**src/rtl/lsu_pkg.sv**
```systemverilog
`default_nettype none
// ============================================================================
// Module      : lsu_pkg
// Description : Shared types and constants for the load/store unit: funct3
//               access sizes, FSM state encoding and trap cause codes.
// Revision    : 1.0 - initial release
// ============================================================================
package lsu_pkg;

  // RISC-V load/store funct3 encodings
  localparam logic [2:0] LSU_B  = 3'b000;
  localparam logic [2:0] LSU_H  = 3'b001;
  localparam logic [2:0] LSU_W  = 3'b010;
  localparam logic [2:0] LSU_BU = 3'b100;
  localparam logic [2:0] LSU_HU = 3'b101;

  // Access FSM states
  typedef enum logic [1:0] {
    LSU_IDLE = 2'd0,
    LSU_REQ  = 2'd1,
    LSU_WAIT = 2'd2,
    LSU_RESP = 2'd3
  } lsu_state_t;

  // Trap cause codes reported with o_done
  localparam logic [1:0] CAUSE_NONE     = 2'b00;
  localparam logic [1:0] CAUSE_MISALIGN = 2'b01;
  localparam logic [1:0] CAUSE_TIMEOUT  = 2'b10;
  localparam logic [1:0] CAUSE_ILLEGAL  = 2'b11;

  // Unsigned variants only make sense for loads; 011 and 11x are not accesses.
  function automatic logic lsu_f3_illegal(input logic [2:0] f3, input logic is_store);
    case (f3)
      LSU_B, LSU_H, LSU_W: return 1'b0;
      LSU_BU, LSU_HU:      return is_store;
      default:             return 1'b1;
    endcase
  endfunction

endpackage
`default_nettype wire

```
**src/rtl/lsu_align.sv**
```systemverilog
`default_nettype none
// ============================================================================
// Module      : lsu_align
// Description : Combinational lane logic. Store side builds the byte mask,
//               lane-shifts the store data and flags misalignment. Load side
//               shifts the returned word down and sign/zero-extends it.
// Revision    : 1.0 - initial release
// ============================================================================
module lsu_align
  import lsu_pkg::*;
(
  input  logic [1:0]  i_off,
  input  logic [2:0]  i_funct3,
  input  logic [31:0] i_wdata,
  output logic [3:0]  o_mask,
  output logic [31:0] o_wdata,
  output logic        o_misaligned,
  input  logic [1:0]  i_ld_off,
  input  logic [2:0]  i_ld_funct3,
  input  logic [31:0] i_rdata,
  output logic [31:0] o_rdata
);

  logic [31:0] w_shifted;

  // Store side: size comes from funct3[1:0]; unsigned variants share b/h lanes
  always_comb begin
    o_mask       = 4'b1111;
    o_wdata      = i_wdata;
    o_misaligned = 1'b0;
    case (i_funct3[1:0])
      2'b00: begin
        o_mask  = 4'b0001 << i_off;
        o_wdata = {24'b0, i_wdata[7:0]} << {i_off, 3'b000};
      end
      2'b01: begin
        o_mask       = 4'b0011 << i_off;
        o_wdata      = {16'b0, i_wdata[15:0]} << {i_off, 3'b000};
        o_misaligned = i_off[0];
      end
      default: begin
        o_misaligned = |i_off;
      end
    endcase
  end

  assign w_shifted = i_rdata >> {i_ld_off, 3'b000};

  // Load side: bring the addressed lane to bit 0, then extend from bit 7 or 15
  always_comb begin
    o_rdata = w_shifted;
    case (i_ld_funct3)
      LSU_B:   o_rdata = {{24{w_shifted[7]}}, w_shifted[7:0]};
      LSU_H:   o_rdata = {{16{w_shifted[15]}}, w_shifted[15:0]};
      LSU_BU:  o_rdata = {24'b0, w_shifted[7:0]};
      LSU_HU:  o_rdata = {16'b0, w_shifted[15:0]};
      default: o_rdata = w_shifted;
    endcase
  end

endmodule
`default_nettype wire

```
**src/rtl/load_store_unit.sv**
```systemverilog
`default_nettype none
// ============================================================================
// Module      : load_store_unit
// Description : Data-memory access unit. Accepts one pipeline request at a
//               time, issues it on a valid/ready bus with variable-latency
//               rvalid response, and reports completion or a trap on o_done.
// Revision    : 1.0 - initial release
// ============================================================================
module load_store_unit
  import lsu_pkg::*;
#(
  parameter int TIMEOUT = 16,
  parameter int CNT_W   = 8
) (
  input  logic        i_clk,
  input  logic        i_rst,
  input  logic        i_valid,
  output logic        o_ready,
  input  logic        i_load,
  input  logic        i_store,
  input  logic [2:0]  i_funct3,
  input  logic [31:0] i_addr,
  input  logic [31:0] i_wdata,
  output logic        o_done,
  output logic [31:0] o_rdata,
  output logic        o_trap,
  output logic [1:0]  o_trap_cause,
  output logic        o_mem_valid,
  input  logic        i_mem_ready,
  output logic [31:0] o_mem_addr,
  output logic        o_mem_ren,
  output logic        o_mem_wen,
  output logic [3:0]  o_mem_mask,
  output logic [31:0] o_mem_wdata,
  input  logic        i_mem_rvalid,
  input  logic [31:0] i_mem_rdata
);

  // Counter value of the last cycle before the timeout fires
  localparam logic [CNT_W-1:0] c_TO_LAST = (TIMEOUT == 0) ? '0 : CNT_W'(TIMEOUT - 1);

  lsu_state_t  r_state, w_next;
  logic [CNT_W-1:0] r_cnt;
  logic [29:0] r_addr;
  logic [3:0]  r_mask;
  logic [31:0] r_wdata;
  logic        r_ren, r_wen;
  logic [2:0]  r_funct3;
  logic [1:0]  r_off;
  logic [1:0]  r_cause;
  logic [31:0] r_rdata;

  logic        w_accept, w_capture, w_timeout, w_to_hit, w_misaligned, w_illegal;
  logic [1:0]  w_req_cause;
  logic [3:0]  w_mask;
  logic [31:0] w_wdata, w_rdata_ext;

  lsu_align u_align (
    .i_off        (i_addr[1:0]),
    .i_funct3     (i_funct3),
    .i_wdata      (i_wdata),
    .o_mask       (w_mask),
    .o_wdata      (w_wdata),
    .o_misaligned (w_misaligned),
    .i_ld_off     (r_off),
    .i_ld_funct3  (r_funct3),
    .i_rdata      (i_mem_rdata),
    .o_rdata      (w_rdata_ext)
  );

  // Requests with neither load nor store are dropped without leaving IDLE
  assign w_accept    = i_valid && (r_state == LSU_IDLE) && (i_load || i_store);
  assign w_illegal   = (i_load && i_store) || lsu_f3_illegal(i_funct3, i_store);
  assign w_req_cause = w_illegal ? CAUSE_ILLEGAL : (w_misaligned ? CAUSE_MISALIGN : CAUSE_NONE);
  assign w_to_hit    = (TIMEOUT != 0) && (r_cnt == c_TO_LAST);

  // State register
  always_ff @(posedge i_clk) begin
    if (i_rst) r_state <= LSU_IDLE;
    else       r_state <= w_next;
  end

  // Next-state and handshake outputs; bus events on the timeout cycle win
  always_comb begin
    w_next      = r_state;
    w_capture   = 1'b0;
    w_timeout   = 1'b0;
    o_ready     = 1'b0;
    o_done      = 1'b0;
    o_mem_valid = 1'b0;
    case (r_state)
      LSU_IDLE: begin
        o_ready = 1'b1;
        if (w_accept) w_next = (w_req_cause == CAUSE_NONE) ? LSU_REQ : LSU_RESP;
      end
      LSU_REQ: begin
        o_mem_valid = 1'b1;
        if (i_mem_ready) begin
          if (r_wen) begin
            w_next = LSU_RESP;
          end else if (i_mem_rvalid) begin
            w_next    = LSU_RESP;
            w_capture = 1'b1;
          end else begin
            w_next = LSU_WAIT;
          end
        end else if (w_to_hit) begin
          w_next    = LSU_RESP;
          w_timeout = 1'b1;
        end
      end
      LSU_WAIT: begin
        if (i_mem_rvalid) begin
          w_next    = LSU_RESP;
          w_capture = 1'b1;
        end else if (w_to_hit) begin
          w_next    = LSU_RESP;
          w_timeout = 1'b1;
        end
      end
      LSU_RESP: begin
        o_done = 1'b1;
        w_next = LSU_IDLE;
      end
      default: w_next = LSU_IDLE;
    endcase
  end

  // Timeout counter: restarts at acceptance, runs while the bus is busy
  always_ff @(posedge i_clk) begin
    if (i_rst)                                          r_cnt <= '0;
    else if (w_accept)                                  r_cnt <= '0;
    else if (r_state == LSU_REQ || r_state == LSU_WAIT) r_cnt <= r_cnt + CNT_W'(1);
  end

  // Request capture and load-result register
  always_ff @(posedge i_clk) begin
    if (i_rst) begin
      r_addr   <= '0;
      r_mask   <= '0;
      r_wdata  <= '0;
      r_ren    <= 1'b0;
      r_wen    <= 1'b0;
      r_funct3 <= '0;
      r_off    <= '0;
      r_cause  <= CAUSE_NONE;
      r_rdata  <= '0;
    end else begin
      if (w_accept) begin
        r_addr   <= i_addr[31:2];
        r_mask   <= w_mask;
        r_wdata  <= w_wdata;
        r_ren    <= i_load  && (w_req_cause == CAUSE_NONE);
        r_wen    <= i_store && (w_req_cause == CAUSE_NONE);
        r_funct3 <= i_funct3;
        r_off    <= i_addr[1:0];
        r_cause  <= w_req_cause;
        r_rdata  <= '0;
      end
      if (w_capture) r_rdata <= w_rdata_ext;
      if (w_timeout) r_cause <= CAUSE_TIMEOUT;
    end
  end

  assign o_mem_addr   = {r_addr, 2'b00};
  assign o_mem_mask   = r_mask;
  assign o_mem_wdata  = r_wdata;
  assign o_mem_ren    = o_mem_valid && r_ren;
  assign o_mem_wen    = o_mem_valid && r_wen;
  assign o_trap       = o_done && (r_cause != CAUSE_NONE);
  assign o_trap_cause = o_done ? r_cause : CAUSE_NONE;
  assign o_rdata      = o_done ? r_rdata : 32'b0;

endmodule
`default_nettype wire

```
**config.mk**
```make
export PLATFORM = sky130hd
export DESIGN_NAME = load_store_unit
export DESIGN_NICKNAME = d
export VERILOG_FILES = /design/src/rtl/lsu_pkg.sv /design/src/rtl/lsu_align.sv /design/src/rtl/load_store_unit.sv
export SDC_FILE = /design/constraint.sdc
export NUM_CORES = 1
export LEC_CHECK = 0
export ABC_AREA = 1
export CAP_MARGIN = 0
export CELL_PAD_IN_SITES_DETAIL_PLACEMENT = 1
export CELL_PAD_IN_SITES_GLOBAL_PLACEMENT = 2
export CORE_MARGIN = 2
export CORE_UTILIZATION = 26
export CTS_BUF_LIST = sky130_fd_sc_hd__clkbuf_2
export CTS_CLUSTER_DIAMETER = 30
export DETAILED_ROUTE_END_ITERATION = 10
export PLACE_DENSITY = 0.95
export SETUP_SLACK_MARGIN = 0.1
export SYNTH_ARGS = -nofsm -noshare
export SYNTH_HDL_FRONTEND = slang
export SYNTH_SLANG_ARGS = --single-unit
```
**constraint.sdc**
```tcl
create_clock -name i_clk -period 4 [get_ports i_clk]
set_clock_uncertainty 0.15 [all_clocks]
set_input_delay 0.4 -clock i_clk [delete_from_list [all_inputs] [get_ports i_clk]]
set_output_delay 0.4 -clock i_clk [all_outputs]
set_load 0.01 [all_outputs]
```
* Yosys cells after proc, flatten, opt, wreduce, memory -nomap -nowiden
Index checks and enable logic that the tools add are counted.
** Storage, ports and cells
- Bits in registers :: 117
- Latch bits :: 0
- Memory bits (writable) :: 0
- Bits in read-only memories :: 0
- Input bits :: 106
- Output and inout bits :: 108
- Logic and storage cells :: 87
- Memories :: 0
** Cells by class
- Add/subtract/negate cells :: 1
- Multiply operators :: 0
- Div/mod/pow operators :: 0
- $lt $le $gt $ge :: 0
- Equality and inequality tests :: 13
- Shifts and indexed selects :: 5
- Mux-type cells :: 32
- Bitwise logic cells :: 0
- Reduce and logical (&&, ||, !) cells :: 24
** Operators by type and width (count)
- 32-bit case mux with 4 select lines :: 1
- 32-bit 2-to-1 mux :: 3
- 32-bit case mux with 2 select lines :: 1
- 16-bit by 5-bit left shift with 32-bit output :: 1
- 8-bit by 5-bit left shift with 32-bit output :: 1
- 32-bit by 5-bit right shift with 32-bit output :: 1
- 2-bit 2-to-1 mux :: 9
- 3-bit == test, second input constant :: 4
- 1-bit 2-to-1 mux :: 12
- 8-bit by 1-bit adder with 8-bit output, second input constant :: 1
- 8-bit by 4-bit == test with 1-bit output, second input constant :: 1
- 1-bit logical AND :: 8
- 1-bit case mux with 2 select lines :: 4
- 2-bit case mux with 4 select lines :: 1
- 4-bit case mux with 2 select lines :: 1
- 2-bit OR reduction :: 4
- 3-bit by 1-bit == test with 1-bit output, second input constant :: 2
- 2-bit zero test :: 3
- 3-bit zero test :: 2
- 2-bit nonzero test :: 3
- 2-bit by 1-bit == test with 1-bit output, second input constant :: 2
- 2-bit == test, second input constant :: 2
- 1-bit by 2-bit left shift with 4-bit output, first input constant :: 1
- 2-bit by 2-bit left shift with 4-bit output, first input constant :: 1
- other kinds (4) :: 6

* Logic depth before layout (Yosys ltp)
Gate-level depths: netlist of run 1.
- Word-level depth :: 9
- Mapped depth :: 11
- Depth with buffers taken out :: 10

* Cells and area by module
Synthesis of run 1 repeated with hierarchy kept, for this count alone.
** Unflattened totals
- Cell total of the unflattened synthesis :: 877
- Area, all modules :: 6129.6 sq um
** Modules (own cells, without submodules)
- load_store_unit :: times used 1, cells an instance 565, area an instance 4551.9 sq um, sequential area each 2342.2 sq um
- lsu_align :: times used 1, cells an instance 312, area an instance 1577.8 sq um, sequential area each 0.0 sq um

* Least setup slack after synthesis of run 1
Ideal clock, no wire load.
- Path type :: register to register
- Start point :: register r_state[0]
- End point :: register r_state[0]
- Library setup time :: 0.109 ns
- Arrival :: 1.606 ns
- Data required time :: 3.741 ns
- Setup slack :: 2.135 ns
- Cell stages (with the launch flop) :: 11
- Path buffers :: 1
- Period minus slack after synthesis :: 1.865 ns
- Path through :: dfxtp_1 inv_1 ha_1 nand2_1 nor2_4 inv_4 buf_2 a21oi_1 nand3_1 nand2_1 inv_1
** On the way
- Longest elaborated chain between the ends :: 4
- Elaborated cells between the ends (all ways) :: 11
- Those cells by class :: eq/ne (4); mux (4); reduce/logical (3)
** Ends and longest elaborated chain
- start, declared :: line load_store_unit.sv:42 : lsu_state_t r_state, w_next;
- start signal, assigned :: line load_store_unit.sv:80 : else r_state <= w_next;
- parallel branches: the longest is 4 deep, another holds 2-bit case mux with 4 select lines
Several ways; the timed one is not identified.
A chain may end at the register's enable or synchronous reset.

* Worst setup path after layout of run 1
- Start point :: register r_state[1]
- End point :: output o_rdata[10]
** On the way
- Longest elaborated chain between the ends :: 3
** Ends and longest elaborated chain
- 2-bit == test :: line load_store_unit.sv:91 : case (r_state)
- 1-bit 2-to-1 mux :: line load_store_unit.sv:91
- 32-bit 2-to-1 mux :: line load_store_unit.sv:172 : assign o_rdata = o_done ? r_rdata : 32'b0;
- end, declared :: line load_store_unit.sv:25 : output logic [31:0] o_rdata,
Every way passes these cells.

==> flow_metrics.env, run 1 <==
export IMPL_status="finished clean"
export IMPL_cp_start_kind="flip-flop"
export IMPL_tns_ns=0
export IMPL_worst_slew_pin_slew_ns=0.839
export IMPL_maxSlewHeadroom=0.439
export IMPL_gr_usage_met1=0.236
export IMPL_start_util=0.265
export IMPL_power_switching_mw=1.38
export IMPL_synth_area_per_cell_um2=6.82
export IMPL_fin_area_um2=8360
export IMPL_synth_area_top_cells="dfxtp_1, nand2_1, nor2_1"
export IMPL_met2_usage=0.300
export IMPL_cts_buffer_depth=2
export IMPL_grtUsageMet3=0.0476
export IMPL_io_pins=214
export IMPL_grt_pass1_vias=6445
export IMPL_viasPerCell=4.74
export IMPL_syn_area_um2=5780
export IMPL_overflow=0
export IMPL_drive_gt1_frac=0.0485
export IMPL_synth_compound_area_frac=0.188
export IMPL_vdd_drop_max_v=0.000192
export IMPL_chipHeight_um=153
export IMPL_synth_xor_area_frac=0
export IMPL_finalHoldViolCount=0
export IMPL_arrival_ns=2.76
export IMPL_cp_max_fo=20
export IMPL_synth_simple_area_share=0.287
export IMPL_synth_seq_cells=117
export IMPL_seqPwrFrac=0.383
export IMPL_tritoncts="yes"
export IMPL_numCtsBuffers=17
export IMPL_rsz0062_at_grt="no"
export IMPL_crit_path_end="o_rdata[10]"
export IMPL_crit_required_ns=3.45
export IMPL_synth_cell_types=34
export IMPL_finalSetupViolations=0
export IMPL_total_leakage_power_nw=3.69
export IMPL_dieArea_um2=23500
export IMPL_finalCritPeriodShare=0.828
export IMPL_synth_edff_count=0
export IMPL_die_w_um=153
export IMPL_finalCriticalPeriod_ns=3.31
export IMPL_antenna_left=0
export IMPL_detail_route_iter0_violations=241
export IMPL_track_usage=0.183
export IMPL_wl_um=21800
export IMPL_netlist_area_leader_share=0.405
export IMPL_dp_hpwl_um=16000
export IMPL_ys_warn_count=0
export IMPL_grt_pass1_wl_um=34400
export IMPL_num_vias=6319
export IMPL_p_comb_frac=0.367
export IMPL_ys_seq_area_frac=0.405
export IMPL_switching_share=0.370
export IMPL_rrSetupSlack_ns=1.14
export IMPL_ctsHtreeMaxLevel=4
export IMPL_synth_most_common_cell="nand2_1"
export IMPL_cts_hold_buffers_added=1
export IMPL_maxCapViolCount=0
export IMPL_portBuffers=211
export IMPL_synthTopCellsByCount="nand2_1, dfxtp_1, nor2_1"
export IMPL_fmax_mhz=302
export IMPL_synth_top_family_by_area="simple AND/OR/NAND/NOR gates"
export IMPL_ctsResizeCount=0
export IMPL_rows=54
export IMPL_synth_mux_area_frac=0
export IMPL_crit_reg2reg_launch="r_state[0]"
export IMPL_r2r_cells=9
export IMPL_place_congestion=0.877
export IMPL_powerDensity_nw_per_um2=447
export IMPL_synth_adder_area_share=0.0151
export IMPL_report_final_slew_viol_count=0
export IMPL_synth_async_reset_ratio=0
export IMPL_routedWlPerCell_um=16.4
export IMPL_clockRootBuffer="clkbuf_2"
export IMPL_antenna_found_initial=1
export IMPL_syn_to_final_growth_pct=44.6
export IMPL_grt_max_degree=53
export IMPL_clk_pin_slew_ns=0.20
export IMPL_hold_path_class="in -> reg"
export IMPL_busiest_layer="met2"
export IMPL_worst_setup_path_type="reg -> out"
export IMPL_end_kind="primary output"
export IMPL_nNetsFinal=1153
export IMPL_synthCells=848
export IMPL_dpl_instance_area_um2=8070
export IMPL_p_int_mw=2.35
export IMPL_core_um2=21800
export IMPL_drcViolationCount=0
export IMPL_postCtsSetupBuffers=0
export IMPL_synth_top_area_cell="dfxtp_1"
export IMPL_startpoint="r_state[1]"
export IMPL_synthFlopType="dfxtp_1"
export IMPL_drt_pass1_iter_count=5
export IMPL_reg2reg_to="r_wen"
export IMPL_clock_sink_count=117
export IMPL_clockPowerShare=0.250
export IMPL_insertion_delay_ns=0.66
export IMPL_fill_cells=2714
routing by layer:
metal	vias to the layer above	routed length, um
met5	-	0
met4	0	305
met3	20	1370
met2	195	10300
met1	2966	9850
li1	3138	-
through the flow:
step | utilization | instances | hold slack [ns] | setup slack [ns] | power (mW)
6_report | 0.383 | 1333 | 0.156 | 0.687 | 3.74
5_1_grt | 0.383 | 1333 | 0.0665 | 0.386 | 4.00
4_1_cts | 0.383 | 1332 | 0.0633 | 0.544 | 3.78
3_5_place_dp | 0.370 | 1300 | 0.295 | 0.987 | 2.84
3_3_place_gp | 0.370 | 1300 | 0.298 | 1.05 | 2.81
2_1_floorplan | - | 849 | 0.276 | 2.13 | 2.26
how the worst min path moves through the flow:
stage                          startpoint              end  slack, ns  depth (start not counted)
after floorplan                     r_ren            r_ren       0.28                          2
after global placement    o_mem_wdata[17]  o_mem_wdata[17]       0.30                          2
after detailed placement  o_mem_wdata[16]  o_mem_wdata[16]       0.29                          2
after CTS                      i_addr[24]       r_addr[22]       0.06                          2
after global routing           i_addr[25]       r_addr[23]       0.07                          2
final                          i_addr[24]       r_addr[22]       0.16                          2
critical path, cell delays in order, from the launching register on:
cell and delay (ns):
dfxtp_1 0.42, ha_1 0.63, buf_4 0.37, nand2_1 0.10
inv_1 0.07, clkdlybuf4s50_1 0.53
cell usage in the layout (no fill, tap or decap), types with 2 or more instances in the layout:
| cell | count |
|---|---|
| a21oi_1 | 56 |
| a22o_1 | 31 |
| a31oi_1 | 2 |
| buf_4 | 8 |
| bufinv_16 | 5 |
| clkbuf_2 | 19 |
| clkdlybuf4s50_1 | 210 |
| clkinv_1 | 4 |
| clkinv_2 | 3 |
| conb_1 | 2 |
| dfxtp_1 | 117 |
| ha_1 | 7 |
| inv_1 | 88 |
| inv_2 | 6 |
| nand2_1 | 215 |
| nand3_1 | 74 |
| nand3_4 | 2 |
| nand4_1 | 2 |
| nor2_1 | 100 |
| nor2_4 | 2 |
| o211ai_1 | 9 |
| o21ai_0 | 51 |
| o21ai_1 | 15 |
| o221ai_1 | 8 |
| o22ai_1 | 4 |
state kept, by name, indices dropped and copies added (netlist names):
name and cells:
o_mem_wdata 32, r_rdata 32, r_addr 30, r_cnt 8
o_mem_mask 4, r_funct3 3, r_cause 2, r_off 2
r_state 2, r_ren 1, r_wen 1
power groups by stage:
| stage | clock (mW) | combinational (mW) | sequential (mW) |
|---|---|---|---|
| after floorplan | 0 | 0.787 | 1.47 |
| after global placement | 0 | 1.35 | 1.45 |
| after detailed placement | 0 | 1.39 | 1.45 |
| after CTS | 0.962 | 1.39 | 1.43 |
| after global routing | 1.02 | 1.53 | 1.45 |
| final | 0.934 | 1.37 | 1.43 |
logic make-up after synthesis:
group                      count (synthesis)
and+or+nand+nor                          399
AOI/OAI and AO/OA                        180
buffers and inverters                    144
DFF                                      117
adders and majority gates                  7
other                                      1
final cells by class:
cell class              instances  area, um^2  share of cell area
inverters                      96         363              0.0434
well taps                     280         350              0.0419
repair buffers                220        2180               0.260
clock inverters                12         185              0.0221
flip-flops and latches        117        2340               0.280
diodes                          1        2.50            0.000299
multi-input cells             588        2850               0.340
clock buffers                  19        95.1              0.0114
No activity file was read; power rests on OpenSTA's default activity.
==> inputs of run 2 (changes only) <==
--- a/config.mk
+++ b/config.mk
@@ -10,11 +10,11 @@
 export CELL_PAD_IN_SITES_DETAIL_PLACEMENT = 1
 export CELL_PAD_IN_SITES_GLOBAL_PLACEMENT = 2
 export CORE_MARGIN = 2
-export CORE_UTILIZATION = 26
+export CORE_UTILIZATION = 24
 export CTS_BUF_LIST = sky130_fd_sc_hd__clkbuf_2
 export CTS_CLUSTER_DIAMETER = 30
 export DETAILED_ROUTE_END_ITERATION = 10
-export PLACE_DENSITY = 0.95
+export PLACE_DENSITY = 0.89
 export SETUP_SLACK_MARGIN = 0.1
 export SYNTH_ARGS = -nofsm -noshare
 export SYNTH_HDL_FRONTEND = slang
==> constraint.sdc (replaced) <==
create_clock -name i_clk -period 3.46 [get_ports i_clk]
set_clock_uncertainty 0.15 [all_clocks]
set_input_delay 0.346 -clock i_clk [delete_from_list [all_inputs] [get_ports i_clk]]
set_output_delay 0.346 -clock i_clk [all_outputs]
set_load 0.01 [all_outputs]
==> flow_metrics.env, run 2 (synthesized netlist as in run 1, its figures left out) <==
export IMPL_drive_gt1_frac=0.0482
export IMPL_die_w_um=159
export IMPL_syn_to_final_growth_pct=46.2
export IMPL_grt_pass1_wl_um=35700
export IMPL_min_delay_path_depth=2
export IMPL_grt_pass1_vias=6495
export IMPL_crit_required_ns=2.96
export IMPL_drt_pass1_iter_count=4
export IMPL_start_util=0.246
export IMPL_cts_buffer_depth=2
export IMPL_overflow=0
export IMPL_maxCapViolCount=0
export IMPL_worstHoldStart="i_addr[18]"
export IMPL_status="finished clean"
export IMPL_utilization=0.359
export IMPL_layout_commonest_cell="nand2_1"
export IMPL_r2r_cells=9
export IMPL_multiInputGateArea_um2=2850
export IMPL_power_mw=4.19
export IMPL_rsz0062_at_grt="no"
export IMPL_dp_hpwl_um=16500
export IMPL_report_final_slew_viol_count=0
export IMPL_worst_setup_path_type="reg -> out"
export IMPL_core_um2=23500
export IMPL_vdd_drop_max_v=0.000198
export IMPL_ctsHtreeMaxLevel=4
export IMPL_num_vias=6286
export IMPL_rows=56
export IMPL_crit_reg2reg_launch="r_state[0]"
export IMPL_drcViolationCount=0
export IMPL_postCtsSetupBuffers=0
export IMPL_dieArea_um2=25400
export IMPL_maxSlewHeadroom=0.540
export IMPL_hold_path_class="in -> reg"
export IMPL_viasPerCell=4.56
export IMPL_fill_cells=2964
export IMPL_startpoint="r_state[1]"
export IMPL_clk_pin_slew_ns=0.19
export IMPL_clock_sink_count=117
export IMPL_finalSetupViolations=0
export IMPL_antenna_found_initial=1
export IMPL_place_congestion=0.810
export IMPL_wl_um=22400
export IMPL_dpl_instance_area_um2=8150
export IMPL_fmax_mhz=329
export IMPL_powerDensity_nw_per_um2=495
export IMPL_grt_max_degree=52
export IMPL_seq_area_um2=2340
export IMPL_holdWs_ns=0.0905
export IMPL_chipHeight_um=159
export IMPL_io_pins=214
export IMPL_arrival_ns=2.54
export IMPL_end_kind="primary output"
export IMPL_mostFrequentLayoutCells="nand2_1, clkdlybuf4s50_1, dfxtp_1, nor2_1, inv_1"
export IMPL_antenna_left=0
export IMPL_tns_ns=0
export IMPL_finalCritPeriodShare=0.877
export IMPL_nNetsFinal=1162
export IMPL_detail_route_iter0_violations=264
export IMPL_insertion_delay_ns=0.67
export IMPL_numCtsBuffers=17
export IMPL_cp_max_fo=28
export IMPL_total_leakage_power_nw=3.69
export IMPL_portBuffers=211
export IMPL_routedWlPerCell_um=16.2
export IMPL_finalHoldViolCount=0
export IMPL_clockRootBuffer="clkbuf_2"
export IMPL_track_usage=0.177
export IMPL_finalCriticalPeriod_ns=3.04
export IMPL_worst_slew_pin_slew_ns=0.689
export IMPL_cp_start_kind="flip-flop"
export IMPL_fin_area_um2=8460
export IMPL_tritoncts="yes"
==> run 2: final cells by class <==
class	count	area share
multi-input cells	588	0.337
flip-flops and latches	117	0.277
repair buffers	229	0.269
well taps	319	0.0472
inverters	96	0.0429
clock inverters	12	0.0166
clock buffers	17	0.0101
diodes	1	0.000296
==> run 2: metrics by stage <==
step / std cells / setup slack [ns]
after detailed placement: 1341 / 0.911
after CTS: 1378 / 0.179
after global routing: 1379 / 0.174
after global placement: 1341 / 0.985
after floorplan: 849 / 1.59
final: 1379 / 0.424
==> run 2: final timing paths <==
check / slack [ns] / endpoint
max: 0.42 / o_rdata[26]
min: 0.09 / r_addr[16]
max reg2reg: 1.07 / o_mem_mask[3]
min reg2reg: 0.32 / o_mem_wdata[18]
==> run 2: power breakdown <==
group	internal, mW	switching [mW]	total, mW	leakage, nW
combinational	0.666	0.952	1.62	2.61
sequential	1.53	0.120	1.65	0.951
clock	0.381	0.538	0.919	0.135
==> run 2: worst max-delay path, stage by stage, from the launching register on <==
cell	delay, ns
dfxtp_1	0.45
ha_2	0.33
buf_4	0.35
nand2_1	0.09
inv_1	0.06
clkdlybuf4s50_1	0.57
==> run 2: repair_timing <==
item	CTS	global route
setup endpoints to repair	0	10
gates resized for setup	0	1
hold endpoints to repair	12	0
hold buffers	8	0
==> run 2: routing by layer <==
metal	up-vias	part of all wire	GRT usage
met5	-	0	0
met4	0	0.011	0.0446
met3	17	0.062	0.0508
met2	170	0.46	0.292
met1	2945	0.46	0.226
li1	3154	-	-
==> inputs of run 3 (changes only) <==
--- a/config.mk
+++ b/config.mk
@@ -9,7 +9,7 @@
 export CAP_MARGIN = 0
 export CELL_PAD_IN_SITES_DETAIL_PLACEMENT = 1
 export CELL_PAD_IN_SITES_GLOBAL_PLACEMENT = 2
-export CORE_MARGIN = 2
+export CORE_ASPECT_RATIO = 1.75
 export CORE_UTILIZATION = 24
 export CTS_BUF_LIST = sky130_fd_sc_hd__clkbuf_2
 export CTS_CLUSTER_DIAMETER = 30
==> flow_metrics.env, run 3 (synthesized netlist as in run 1, its figures left out) <==
export IMPL_syn_to_final_growth_pct=43.9
export IMPL_critPathTopFamily="buffers and inverters"
export IMPL_finalHoldViolCount=0
export IMPL_insertion_delay_ns=0.65
export IMPL_maxCapViolCount=0
export IMPL_finalCriticalPeriod_ns=2.97
export IMPL_wl_um=22900
export IMPL_r2r_cells=8
export IMPL_clock_sink_count=117
export IMPL_worst_slew_pin_slew_ns=0.632
export IMPL_crit_required_ns=2.96
export IMPL_grt_pass1_wl_um=35300
export IMPL_finalSetupViolations=0
export IMPL_gr_usage_met1=0.187
export IMPL_path_buf_inv=2
export IMPL_routedWlPerCell_um=16.9
export IMPL_fin_area_um2=8320
export IMPL_drt_pass1_iter_count=4
export IMPL_worst_setup_path_type="reg -> out"
export IMPL_fill_cells=3009
export IMPL_met2_usage=0.361
export IMPL_grt_max_degree=52
export IMPL_total_leakage_power_nw=3.66
export IMPL_power_mw=4.11
export IMPL_tns_ns=0
export IMPL_layout_commonest_cell="nand2_1"
export IMPL_ctsResizeCount=0
export IMPL_cp_start_kind="flip-flop"
export IMPL_crit_chain="ha_1 > buf_4 > nand2_1 > nand2_1 > clkdlybuf4s50_1"
export IMPL_nNetsFinal=1156
export IMPL_postCtsSetupBuffers=0
export IMPL_clockRootBuffer="clkbuf_2"
export IMPL_overflow=0
export IMPL_numCtsBuffers=17
export IMPL_drcViolationCount=0
export IMPL_portBuffers=211
export IMPL_crit_path_top_delay_cell="clkdlybuf4s50_1"
export IMPL_crit_top_cell="nand2_1"
export IMPL_rows=74
export IMPL_clk_pin_slew_ns=0.17
export IMPL_hold_path_class="in -> reg"
export IMPL_grt_pass1_vias=6443
export IMPL_utilization=0.354
export IMPL_antenna_left=0
export IMPL_cp_max_fo=35
export IMPL_num_vias=6270
export IMPL_dp_hpwl_um=17400
export IMPL_core_um2=23500
export IMPL_min_delay_path_depth=2
export IMPL_io_pins=214
export IMPL_antenna_found_initial=1
export IMPL_track_usage=0.186
export IMPL_busiest_layer="met2"
export IMPL_dpl_instance_area_um2=8120
export IMPL_max_stage_delay_ns=0.53
export IMPL_fmax_mhz=337
export IMPL_chipHeight_um=207
export IMPL_finalCritPeriodShare=0.858
export IMPL_start_util=0.246
export IMPL_die_w_um=119
export IMPL_rrSetupSlack_ns=0.88
export IMPL_grtUsageMet3=0.0332
export IMPL_vdd_drop_max_v=0.000205
export IMPL_end_kind="primary output"
export IMPL_tritoncts="yes"
export IMPL_cts_buffer_depth=2
export IMPL_arrival_ns=2.47
export IMPL_place_congestion=0.795
export IMPL_drive_gt1_frac=0.0494
export IMPL_maxSlewHeadroom=0.577
export IMPL_rsz0062_at_grt="no"
export IMPL_ctsHtreeMaxLevel=4
export IMPL_dieArea_um2=24800
export IMPL_cp_depth=5
export IMPL_holdWs_ns=0.125
export IMPL_status="finished clean"
export IMPL_mostFrequentLayoutCells="nand2_1, clkdlybuf4s50_1, dfxtp_1, nor2_1, inv_1"
export IMPL_report_final_slew_viol_count=0
export IMPL_powerDensity_nw_per_um2=494
export IMPL_detail_route_iter0_violations=255
export IMPL_viasPerCell=4.62
## run 3: cell count changes in the layout (fill, tap and decap cells not counted), sizes merged
cell / change
clkbuf: +3
dlygate4sd3: -7
clkinv: -2
clkinvlp: -1
buf: +1
bufinv: -1
## run 3: final timing paths
kind | start | to
worst max-delay path | r_state[1] | o_trap
worst min-delay path | i_addr[9] | r_addr[7]
worst max register to register | r_state[0] | o_mem_wdata[5]
worst min register to register | r_ren | r_ren
## run 3: layout make-up
class                      count  area [um^2]  area share
multi-input combinational    588         2850       0.342
clock inverter                 8         87.6      0.0105
timing repair buffer         223         2200       0.264
sequential                   117         2340       0.281
antenna                        1         2.50    0.000301
tap                          304          380      0.0457
inverter                      96          363      0.0436
clock buffer                  20          100      0.0120
## run 3: repair_timing
item	CTS	global route
hold buffers	1	0
hold endpoints to repair	11	0
endpoints found under the setup margin	0	0
## run 3: per-layer routing
layer | share of wire | vias to the layer above | wire (um)
li1 | - | 3146 | -
met1 | 0.38 | 2921 | 8620
met2 | 0.54 | 164 | 12500
met3 | 0.040 | 39 | 906
met4 | 0.039 | 0 | 897
met5 | 0 | - | 0
## run 3: metrics by stage
| step | setup WS, ns | instances |
|---|---|---|
| after global placement | 0.887 | 1327 |
| after floorplan | 1.59 | 849 |
| after detailed placement | 0.831 | 1327 |
| final | 0.492 | 1357 |
| after CTS | 0.393 | 1356 |
| after global routing | 0.285 | 1357 |
## run 3: power breakdown
group          switching (mW)  total, mW  leakage (nW)  internal, mW
Sequential              0.119       1.65         0.951          1.53
Combinational           0.965       1.62          2.58         0.654
Clock                   0.521      0.836         0.130         0.315
